**src/rtl/ctrl_pkg.sv**
```systemverilog
// Shared encodings for the multicycle RV32I controller: FSM states, opcodes,
// ALU operations and the datapath mux selects it drives.
package ctrl_pkg;

  typedef enum logic [3:0] {
    S_FETCH, S_DECODE, S_MEMADR, S_MEMRD, S_MEMWB, S_MEMWR, S_EXECR, S_EXECI,
    S_ALUWB, S_BRANCH, S_JAL1, S_JAL2, S_JALR1, S_JALR2, S_UTYPE, S_HALT
  } state_t;

  typedef enum logic [1:0] {OPC_ADD, OPC_RTYPE, OPC_ITYPE} op_class_t;

  localparam logic [6:0] OP_LOAD   = 7'b0000011;
  localparam logic [6:0] OP_STORE  = 7'b0100011;
  localparam logic [6:0] OP_RTYPE  = 7'b0110011;
  localparam logic [6:0] OP_ITYPE  = 7'b0010011;
  localparam logic [6:0] OP_BRANCH = 7'b1100011;
  localparam logic [6:0] OP_JAL    = 7'b1101111;
  localparam logic [6:0] OP_JALR   = 7'b1100111;
  localparam logic [6:0] OP_LUI    = 7'b0110111;
  localparam logic [6:0] OP_AUIPC  = 7'b0010111;
  localparam logic [6:0] OP_SYSTEM = 7'b1110011;

  localparam logic [3:0] ALU_ADD  = 4'b0000;
  localparam logic [3:0] ALU_SUB  = 4'b0001;
  localparam logic [3:0] ALU_AND  = 4'b0010;
  localparam logic [3:0] ALU_OR   = 4'b0011;
  localparam logic [3:0] ALU_XOR  = 4'b0100;
  localparam logic [3:0] ALU_SLL  = 4'b0101;
  localparam logic [3:0] ALU_SRL  = 4'b0110;
  localparam logic [3:0] ALU_SRA  = 4'b0111;
  localparam logic [3:0] ALU_SLT  = 4'b1000;
  localparam logic [3:0] ALU_SLTU = 4'b1001;

  localparam logic [2:0] IMM_I = 3'b000;
  localparam logic [2:0] IMM_S = 3'b001;
  localparam logic [2:0] IMM_B = 3'b010;
  localparam logic [2:0] IMM_U = 3'b011;
  localparam logic [2:0] IMM_J = 3'b100;

  localparam logic [1:0] SRCA_PC    = 2'b00;
  localparam logic [1:0] SRCA_OLDPC = 2'b01;
  localparam logic [1:0] SRCA_RS1   = 2'b10;
  localparam logic [1:0] SRCA_ZERO  = 2'b11;

  localparam logic [1:0] SRCB_RS2  = 2'b00;
  localparam logic [1:0] SRCB_IMM  = 2'b01;
  localparam logic [1:0] SRCB_FOUR = 2'b10;

  localparam logic [1:0] RES_ALUOUT = 2'b00;
  localparam logic [1:0] RES_MEM    = 2'b01;
  localparam logic [1:0] RES_ALU    = 2'b10;

  function automatic logic is_wait_state(input state_t s);
    return (s == S_FETCH) || (s == S_MEMRD) || (s == S_MEMWR);
  endfunction

endpackage

```
**src/rtl/alu_decoder.sv**
```systemverilog
// Funct3/Funct7 to ALU operation for R-type and I-type execute cycles; combinational.
// OPC_ADD forces ADD for address, PC and link arithmetic.
module alu_decoder
  import ctrl_pkg::*;
(
  input  op_class_t   op_class,
  input  logic [2:0]  funct3,
  input  logic        funct7_b5,
  output logic [3:0]  alu_control
);

  always_comb begin
    alu_control = ALU_ADD;
    if (op_class != OPC_ADD) begin
      case (funct3)
        // I-type ADDI carries immediate bits in Funct7, so only R-type may subtract
        3'b000:  alu_control = (op_class == OPC_RTYPE && funct7_b5) ? ALU_SUB : ALU_ADD;
        3'b001:  alu_control = ALU_SLL;
        3'b010:  alu_control = ALU_SLT;
        3'b011:  alu_control = ALU_SLTU;
        3'b100:  alu_control = ALU_XOR;
        3'b101:  alu_control = funct7_b5 ? ALU_SRA : ALU_SRL;
        3'b110:  alu_control = ALU_OR;
        default: alu_control = ALU_AND;
      endcase
    end
  end

endmodule

```
**src/rtl/multicycle_control.sv**
```systemverilog
// Multicycle RV32I sequencer over one shared memory port; FETCH/MEMRD/MEMWR stall on
// mem_ready (minimum 1 cycle each) and fault-halt after TIMEOUT_CYCLES unanswered cycles.
module multicycle_control
  import ctrl_pkg::*;
#(
  parameter int TIMEOUT_CYCLES = 255,
  parameter int CNT_W          = 32
)(
  input  logic             clk,
  input  logic             reset,
  input  logic [6:0]       Opcode,
  input  logic [2:0]       Funct3,
  input  logic [6:0]       Funct7,
  input  logic             br_taken,
  input  logic             mem_ready,
  output logic             mem_req,
  output logic             MemWrite,
  output logic             AdrSrc,
  output logic             IRWrite,
  output logic             PCWrite,
  output logic             RegWrite,
  output logic [1:0]       ALUSrcA,
  output logic [1:0]       ALUSrcB,
  output logic [3:0]       ALUControl,
  output logic [2:0]       ImmSrc,
  output logic [1:0]       ResultSrc,
  output logic             halted,
  output logic             fault,
  output logic [CNT_W-1:0] cycle_cnt,
  output logic [CNT_W-1:0] instret_cnt
);

  localparam int WAIT_W = $clog2(TIMEOUT_CYCLES + 1);

  state_t            state;
  logic [WAIT_W-1:0] wait_cnt;
  logic              stall;
  logic              timeout;
  logic              retire;
  logic              is_ebreak;
  op_class_t         op_class;
  logic [3:0]        alu_dec;

  assign stall   = is_wait_state(state) && !mem_ready;
  assign timeout = stall && (wait_cnt == WAIT_W'(TIMEOUT_CYCLES - 1));
  assign retire  = (state == S_MEMWB) || (state == S_ALUWB) || (state == S_BRANCH) ||
                   (state == S_JAL2) || (state == S_JALR2) || (state == S_MEMWR && mem_ready);
  assign halted  = (state == S_HALT);

  // IR[20] is not routed here, so ECALL/EBREAK (Funct3 = 0, Funct7 = 0) both stop cleanly
  assign is_ebreak = (Funct3 == 3'b000) && (Funct7 == 7'b0000000);

  assign op_class = (state == S_EXECR) ? OPC_RTYPE :
                    (state == S_EXECI) ? OPC_ITYPE : OPC_ADD;

  alu_decoder u_alu_decoder (
    .op_class    (op_class),
    .funct3      (Funct3),
    .funct7_b5   (Funct7[5]),
    .alu_control (alu_dec)
  );

  always_ff @(posedge clk or posedge reset) begin
    if (reset) begin
      state       <= S_FETCH;
      wait_cnt    <= '0;
      fault       <= 1'b0;
      cycle_cnt   <= '0;
      instret_cnt <= '0;
    end else begin
      if (state != S_HALT) cycle_cnt <= cycle_cnt + CNT_W'(1);
      if (retire) instret_cnt <= instret_cnt + CNT_W'(1);
      wait_cnt <= '0;
      if (stall) begin
        if (timeout) begin
          state <= S_HALT;
          fault <= 1'b1;
        end else begin
          wait_cnt <= wait_cnt + WAIT_W'(1);
        end
      end else begin
        case (state)
          S_FETCH:  state <= S_DECODE;
          S_DECODE: begin
            case (Opcode)
              OP_LOAD, OP_STORE: state <= S_MEMADR;
              OP_RTYPE:          state <= S_EXECR;
              OP_ITYPE:          state <= S_EXECI;
              OP_BRANCH:         state <= S_BRANCH;
              OP_JAL:            state <= S_JAL1;
              OP_JALR:           state <= S_JALR1;
              OP_LUI, OP_AUIPC:  state <= S_UTYPE;
              OP_SYSTEM: begin
                state <= S_HALT;
                fault <= !is_ebreak;
              end
              default: begin
                state <= S_HALT;
                fault <= 1'b1;
              end
            endcase
          end
          S_MEMADR: state <= (Opcode == OP_STORE) ? S_MEMWR : S_MEMRD;
          S_MEMRD:  state <= S_MEMWB;
          S_EXECR, S_EXECI, S_UTYPE: state <= S_ALUWB;
          S_JAL1:   state <= S_JAL2;
          S_JALR1:  state <= S_JALR2;
          S_HALT:   state <= S_HALT;
          default:  state <= S_FETCH;
        endcase
      end
    end
  end

  // Strobes are held low while reset is asserted so an in-flight access is dropped at once
  always_comb begin
    mem_req    = 1'b0;
    MemWrite   = 1'b0;
    AdrSrc     = 1'b0;
    IRWrite    = 1'b0;
    PCWrite    = 1'b0;
    RegWrite   = 1'b0;
    ALUSrcA    = SRCA_PC;
    ALUSrcB    = SRCB_RS2;
    ALUControl = ALU_ADD;
    ImmSrc     = IMM_I;
    ResultSrc  = RES_ALUOUT;
    if (!reset) begin
      case (state)
        S_FETCH: begin
          mem_req   = 1'b1;
          ALUSrcB   = SRCB_FOUR;
          ResultSrc = RES_ALU;
          IRWrite   = mem_ready;
          PCWrite   = mem_ready;
        end
        S_DECODE: begin
          ALUSrcA = SRCA_OLDPC;
          ALUSrcB = SRCB_IMM;
          ImmSrc  = IMM_B;
        end
        S_MEMADR: begin
          ALUSrcA = SRCA_RS1;
          ALUSrcB = SRCB_IMM;
          ImmSrc  = (Opcode == OP_STORE) ? IMM_S : IMM_I;
        end
        S_MEMRD: begin
          mem_req = 1'b1;
          AdrSrc  = 1'b1;
        end
        S_MEMWB: begin
          ResultSrc = RES_MEM;
          RegWrite  = 1'b1;
        end
        S_MEMWR: begin
          mem_req  = 1'b1;
          MemWrite = 1'b1;
          AdrSrc   = 1'b1;
        end
        S_EXECR: begin
          ALUSrcA    = SRCA_RS1;
          ALUControl = alu_dec;
        end
        S_EXECI: begin
          ALUSrcA    = SRCA_RS1;
          ALUSrcB    = SRCB_IMM;
          ALUControl = alu_dec;
        end
        S_ALUWB: RegWrite = 1'b1;
        S_BRANCH: begin
          ALUSrcA    = SRCA_RS1;
          ALUControl = ALU_SUB;
          PCWrite    = br_taken;
        end
        S_JAL1, S_JALR1: begin
          ALUSrcA   = SRCA_OLDPC;
          ALUSrcB   = SRCB_FOUR;
          ResultSrc = RES_ALU;
          RegWrite  = 1'b1;
        end
        S_JAL2: begin
          ALUSrcA   = SRCA_OLDPC;
          ALUSrcB   = SRCB_IMM;
          ImmSrc    = IMM_J;
          ResultSrc = RES_ALU;
          PCWrite   = 1'b1;
        end
        S_JALR2: begin
          ALUSrcA   = SRCA_RS1;
          ALUSrcB   = SRCB_IMM;
          ResultSrc = RES_ALU;
          PCWrite   = 1'b1;
        end
        S_UTYPE: begin
          ALUSrcA = (Opcode == OP_LUI) ? SRCA_ZERO : SRCA_OLDPC;
          ALUSrcB = SRCB_IMM;
          ImmSrc  = IMM_U;
        end
        default: ;
      endcase
    end
  end

endmodule
```
**config.mk**
```make
export PLATFORM = sky130hd
export DESIGN_NAME = multicycle_control
export DESIGN_NICKNAME = d
export VERILOG_FILES = /design/src/rtl/ctrl_pkg.sv /design/src/rtl/alu_decoder.sv /design/src/rtl/multicycle_control.sv
export SDC_FILE = /design/constraint.sdc
export NUM_CORES = 1
export LEC_CHECK = 0
export ABC_CLOCK_PERIOD_IN_PS = 4100
export CAP_MARGIN = 20
export CORE_MARGIN = 3
export CORE_UTILIZATION = 48
export CTS_CLUSTER_SIZE = 30
export DETAILED_ROUTE_END_ITERATION = 8
export HOLD_SLACK_MARGIN = 0.02
export PLACE_DENSITY = 0.84
export SYNTH_ARGS = -nofsm -noshare
export SYNTH_HDL_FRONTEND = slang
export SYNTH_HIERARCHICAL = 1
export SYNTH_SLANG_ARGS = --single-unit
```
**constraint.sdc**
```tcl
create_clock -name clk -period 4.1 [get_ports clk]
set_input_delay 0.615 -clock clk [delete_from_list [all_inputs] [get_ports clk]]
set_output_delay 0.615 -clock clk [all_outputs]
set_load 0.005 [all_outputs]
```
Word level (Yosys, flattened, before mapping)
Cells that the tools add are included.
- bits in registers: 77
- input bits: 21
- output and inout port bits: 85
- word-level logic and storage cells: 119
- add/sub/neg operators: 3
- equal/unequal tests: 36
- mux-type cells: 41
- reduce and logical (&&, ||, !) cells: 34
- operators by type and width (kind ; number):
    32-bit by 1-bit adder with 32-bit output (second input constant) ; 2
    4-bit one-hot mux with 7 select lines ; 2
    4-bit == test (second input constant) ; 8
    4-bit one-hot mux with 8 select lines ; 1
    7-bit == test (second input constant) ; 4
    7-bit by 6-bit == test with 1-bit output (second input constant) ; 3
    1-bit two-way mux ; 17
    4-bit by 3-bit == test with 1-bit output (second input constant) ; 4
    4-bit two-way mux ; 4
    8-bit two-way mux ; 2
    7-bit by 5-bit == test with 1-bit output (second input constant) ; 2
    2-bit two-way mux ; 6
    3-bit one-hot mux with 4 select lines ; 1
    2-bit OR reduction ; 5
    5-bit OR reduction ; 2
    3-bit == test (second input constant) ; 3
    3-bit OR reduction ; 3
    9-bit OR reduction ; 1
    8-bit by 1-bit adder with 8-bit output (second input constant) ; 1
    4-bit by 2-bit == test with 1-bit output (second input constant) ; 2
    8-bit == test (second input constant) ; 1
    2-bit one-hot mux with 2 select lines ; 2
    4-bit one-hot mux with 2 select lines ; 1
    4-bit OR reduction ; 2
    20 further kinds ; 35

Longest topological paths before layout
- word-level depth: 10
- mapped depth: 8
- gate-level depth less buffers: 7

Cells and area by module
Netlist, hierarchy kept.
- by module, submodules not included (module ; times used ; cells each ; area each (um^2) ; seq. area each (um^2)):
    multicycle_control ; 1 ; 416 ; 4050.1 ; 1926.8
    alu_decoder ; 1 ; 11 ; 65.1 ; 0.0

Worst setup path before layout
Ideal clock, no wire load.
- path kind: input to output
- start point: in reset
- end point: out PCWrite
- arrival time: 2.668 ns
- data required time: 3.485 ns
- setup slack: 0.817 ns
- stages on the path: 3
- path buffers: 1
- path through: clkbuf_1 -> inv_1 -> a21o_1
- longest elaborated chain between the ends: 1
- ends and longest elaborated chain (element ; RTL line ; source):
    start: declaration ; multicycle_control.sv:10 ; input logic reset,
    1-bit two-way mux ; multicycle_control.sv:128 ; if (!reset) begin
    end: declaration ; multicycle_control.sv:20 ; output logic PCWrite,
No other way between the ends.

Final worst setup path
- start point: in Opcode[2]
- end point: out ImmSrc[0]
- longest elaborated chain between the ends: 4
- ends and longest elaborated chain (element ; RTL line ; source):
    start: declaration ; multicycle_control.sv:11 ; input logic [6:0] Opcode,
    7-bit by 6-bit == test with 1-bit output ; multicycle_control.sv:145 ; ImmSrc = (Opcode == OP_STORE) ? IMM_S : IMM_I;
    1-bit two-way mux ; multicycle_control.sv:145 ;
    3-bit one-hot mux with 4 select lines ; multicycle_control.sv:129 ; case (state)
    3-bit two-way mux ; multicycle_control.sv:128 ;
    end: declaration ; multicycle_control.sv:25 ; output logic [2:0] ImmSrc,
No other way between the ends.

==> summary.md <==
| Metric | Value |
|---|---|
| Switching power | `303 uW` |
| Port buffer count | `105` |
| Largest net degree at the start of global routing | `78` |
| Die area | `0.00972 mm^2` |
| Slew headroom | `37.2%` |
| Via-to-Cell Ratio | `5.70` |
| Final WS setup | `0.497 ns` |
| Mapped Cells | `427` |
| Post-DP HPWL | `7350 um` |
| Worst-skew pair later-pin latency | `0.35 ns` |
| Die W | `98.6 um` |
| Initial DRC Count | `246` |
| Post-CTS Resized | `0` |
| Max Clock Skew | `0.0107 ns` |
| Crit path max fanout | `6` |
| Final worst-path cycle share | `87.9%` |
| CTS tree | `built` |
| Post-synth top cells | `dfrtp_1, xnor2_1, nand2_1` |
| Ys async rst share | `100%` |
| Routed via count | `3655` |
| Crit. End Element | `primary output` |
| Wirelength per Cell | `15.6 um` |
| Post-synthesis cell area | `0.00412 mm^2` |
| I/O pins | `106` |
| Switch share | `22.2%` |
| Nets | `556` |
| Pleak | `2.26 nW` |
| Antenna cells | `0` |
| Hold WC Path Type | `reg -> reg` |
| Int Pwr | `1.06 mW` |
| Vias in the first global route | `3410` |
| Peak VDD IR | `0.152 mV` |
| Fmax | `278 MHz` |
| Worst-margin pin slew | `0.942 ns` |
| Clock buffers created by TritonCTS | `9` |
| Starting Density | `49.8%` |
| Global-route wire length before repair | `16600 um` |
| Comb pwr share | `4.0%` |
| Total core area | `0.00826 mm^2` |
| # fillers | `654` |
| Max-slew violation count | `0` |
| Synth-to-layout area growth | `32.4%` |
| Hold Path End | `cycle_cnt[31]$_DFFE_PP0N_` |
| Mean area per synthesized cell | `9.64 um^2` |
| Root Buffer | `clkbuf_8` |
| Initial antenna violation count | `0` |
| Vert. Die Dim | `98.6 um` |
| Min-delay src | `cycle_cnt[31]$_DFFE_PP0N_` |
| CTS Hold Buffers Added | `0` |
| Layout cells sized above 1 | `5.04%` |
| GRT Util Overall | `20.7%` |
| Synth Flop Type | `dfrtp_1` |
| Post-CTS Setup Bufs | `0` |
| DRC violations left | `0` |
| CTS max path bufs | `2` |
| Post-synth cell types | `52` |
| Worst R2R Setup Slack | `1.58 ns` |
| Reg-to-Reg Start | `state[0]$_DFFE_PP0P_` |
| Clk pwr share | `40.4%` |
| GPL Wtd Cong | `0.909` |
| Clock transition at path regs | `0.08 ns` |
| Setup violators final | `0` |
| H-tree levels | `3` |
| CP Launch Type | `primary input` |
| Detailed Routing Iterations Pass 1 | `6` |
| Synth top area cells | `dfrtp_1, xnor2_1, xor2_1` |
| R2r worst-path depth | `5` |
| Routed Antenna Nets | `0` |
| Post-synthesis net count | `452` |
| Most common cell in the netlist | `dfrtp_1` |
| #FFs+latches synth | `77` |
| Yosys top cell by area | `dfrtp_1` |
| Sequential fraction of the synthesis area | `46.8%` |
| Sequential power share | `55.6%` |
| Pwr dens | `250 mW/mm^2` |
| Post-synth EDFFs | `0` |
| Cell row count | `33` |
| Post-Route WL | `9980 um` |
| Max-cap viol count | `0` |
| WP data arrival | `2.99 ns` |
| Power, Total | `1.36 mW` |
| Synth warn | `6` |
| Final Hold Violating Endpoints | `0` |
| Congestion Overflow GR | `0` |
| Hold Path Depth | `1` |
| Crit Path Class | `in -> out` |
| Status | `completed` |
| RSZ-0062 raised after global routing | `no` |
| Post-layout min period | `3.60 ns` |
| Critical Path RT | `3.48 ns` |
| Setup TNS | `0 ns` |
| Post-synth top area share | `46.8%` |
| # clock sinks | `77` |
| Pre-CTS setup slack | `0.525 ns` |
| RR Endpoint | `state[0]$_DFFE_PP0P_` |
cells by family (layout without fill, tap and decap cells):
family | Yosys count | count (layout) | synth area share [%]
simple gates | 216 | 216 | 28.3
mux | 3 | 3 | 0.760
xor+xnor | 68 | 68 | 14.5
fa+ha+maj | 4 | 4 | 1.22
compound gates | 39 | 39 | 6.57
flops | 77 | 77 | 46.8
buf+inv | 20 | 129 | 1.85
final cells by class:
cell class | count | area (um^2) | area share (%)
clock buffer | 10 | 128 | 2.34
clock inverter | 6 | 63.8 | 1.17
sequential | 77 | 1930 | 35.4
timing repair buffer | 107 | 1070 | 19.6
inverter | 6 | 22.5 | 0.413
multi-input combinational | 330 | 2110 | 38.8
tap | 105 | 131 | 2.41
registers in the layout, summed over array words and instances, names as in the netlist:
signal	count
wait_cnt	8
state	4
fault	1
cycle_cnt	32
instret_cnt	32
stage by stage:
step	utilization, %	hold WS (ns)	instances	cell area (um^2)
after floorplan	-	0.465	427	4120
after global placement	63.7	0.457	625	5260
after detailed placement	63.7	0.464	625	5260
after CTS	66.0	0.479	641	5450
after global routing	66.0	0.501	641	5450
final	66.0	0.482	641	5450
layer usage:
layer / vias to the layer above / global-route usage, % / part of all wire, %
li1: 1722 / - / -
met1: 1790 / 27.8 / 43
met2: 123 / 33.7 / 51
met3: 20 / 4.60 / 4.9
met4: 0 / 6.41 / 1.6
met5: - / 0 / 0
worst max-delay path by stage:
stage                   start   endpoint  slack [ns]  depth (start not counted)
CTS                 Opcode[2]  ImmSrc[0]        0.53                          6
finish              Opcode[2]  ImmSrc[0]        0.50                          6
global placement    Opcode[2]  ImmSrc[0]        0.61                          6
detailed placement  Opcode[2]  ImmSrc[0]        0.53                          6
global route        Opcode[2]  ImmSrc[0]        0.40                          6
floorplan               reset    PCWrite        0.82                          3
critical path: stages:
cell	delay, ns
clkdlybuf4s50_1	0.51
nand4bb_1	0.32
or4b_2	0.68
o21ai_0	0.18
and3_1	0.17
clkdlybuf4s50_1	0.50
cell usage in the layout, fill, tap and decap left out, types with 2 or more instances in the layout:
cell / netlist / layout
o21a_1: 2 / 2
nor3_1: 11 / 11
nor3b_1: 3 / 3
clkbuf_8: 0 / 9
and4_1: 9 / 9
and2_1: 3 / 3
o22a_1: 2 / 2
xnor2_1: 47 / 47
o41ai_1: 2 / 2
nand4bb_1: 2 / 2
nand4_1: 19 / 19
mux2i_1: 2 / 2
o21ai_0: 7 / 7
nand2b_1: 9 / 9
clkinv_2: 0 / 2
ha_1: 4 / 4
a211oi_1: 3 / 3
xor2_1: 21 / 21
clkinvlp_4: 0 / 2
nor2_1: 40 / 40
a21oi_1: 9 / 9
and3_1: 16 / 16
nor2b_1: 11 / 11
inv_1: 6 / 5
nor4b_2: 2 / 2
nand3_1: 31 / 31
nand2_1: 44 / 44
buf_4: 0 / 2
nor4_1: 7 / 7
o22ai_1: 2 / 2
dfrtp_1: 77 / 77
clkdlybuf4s50_1: 0 / 105
power by group through the flow:
stage	Combinational, mW	Clock, mW	Sequential [mW]
after floorplan	0.0223	0	0.774
after global routing	0.0595	0.604	0.759
after global placement	0.0529	0	0.774
after detailed placement	0.0547	0	0.774
final	0.0540	0.552	0.759
after CTS	0.0548	0.569	0.759
No activity file was read; power rests on OpenSTA's default activity.
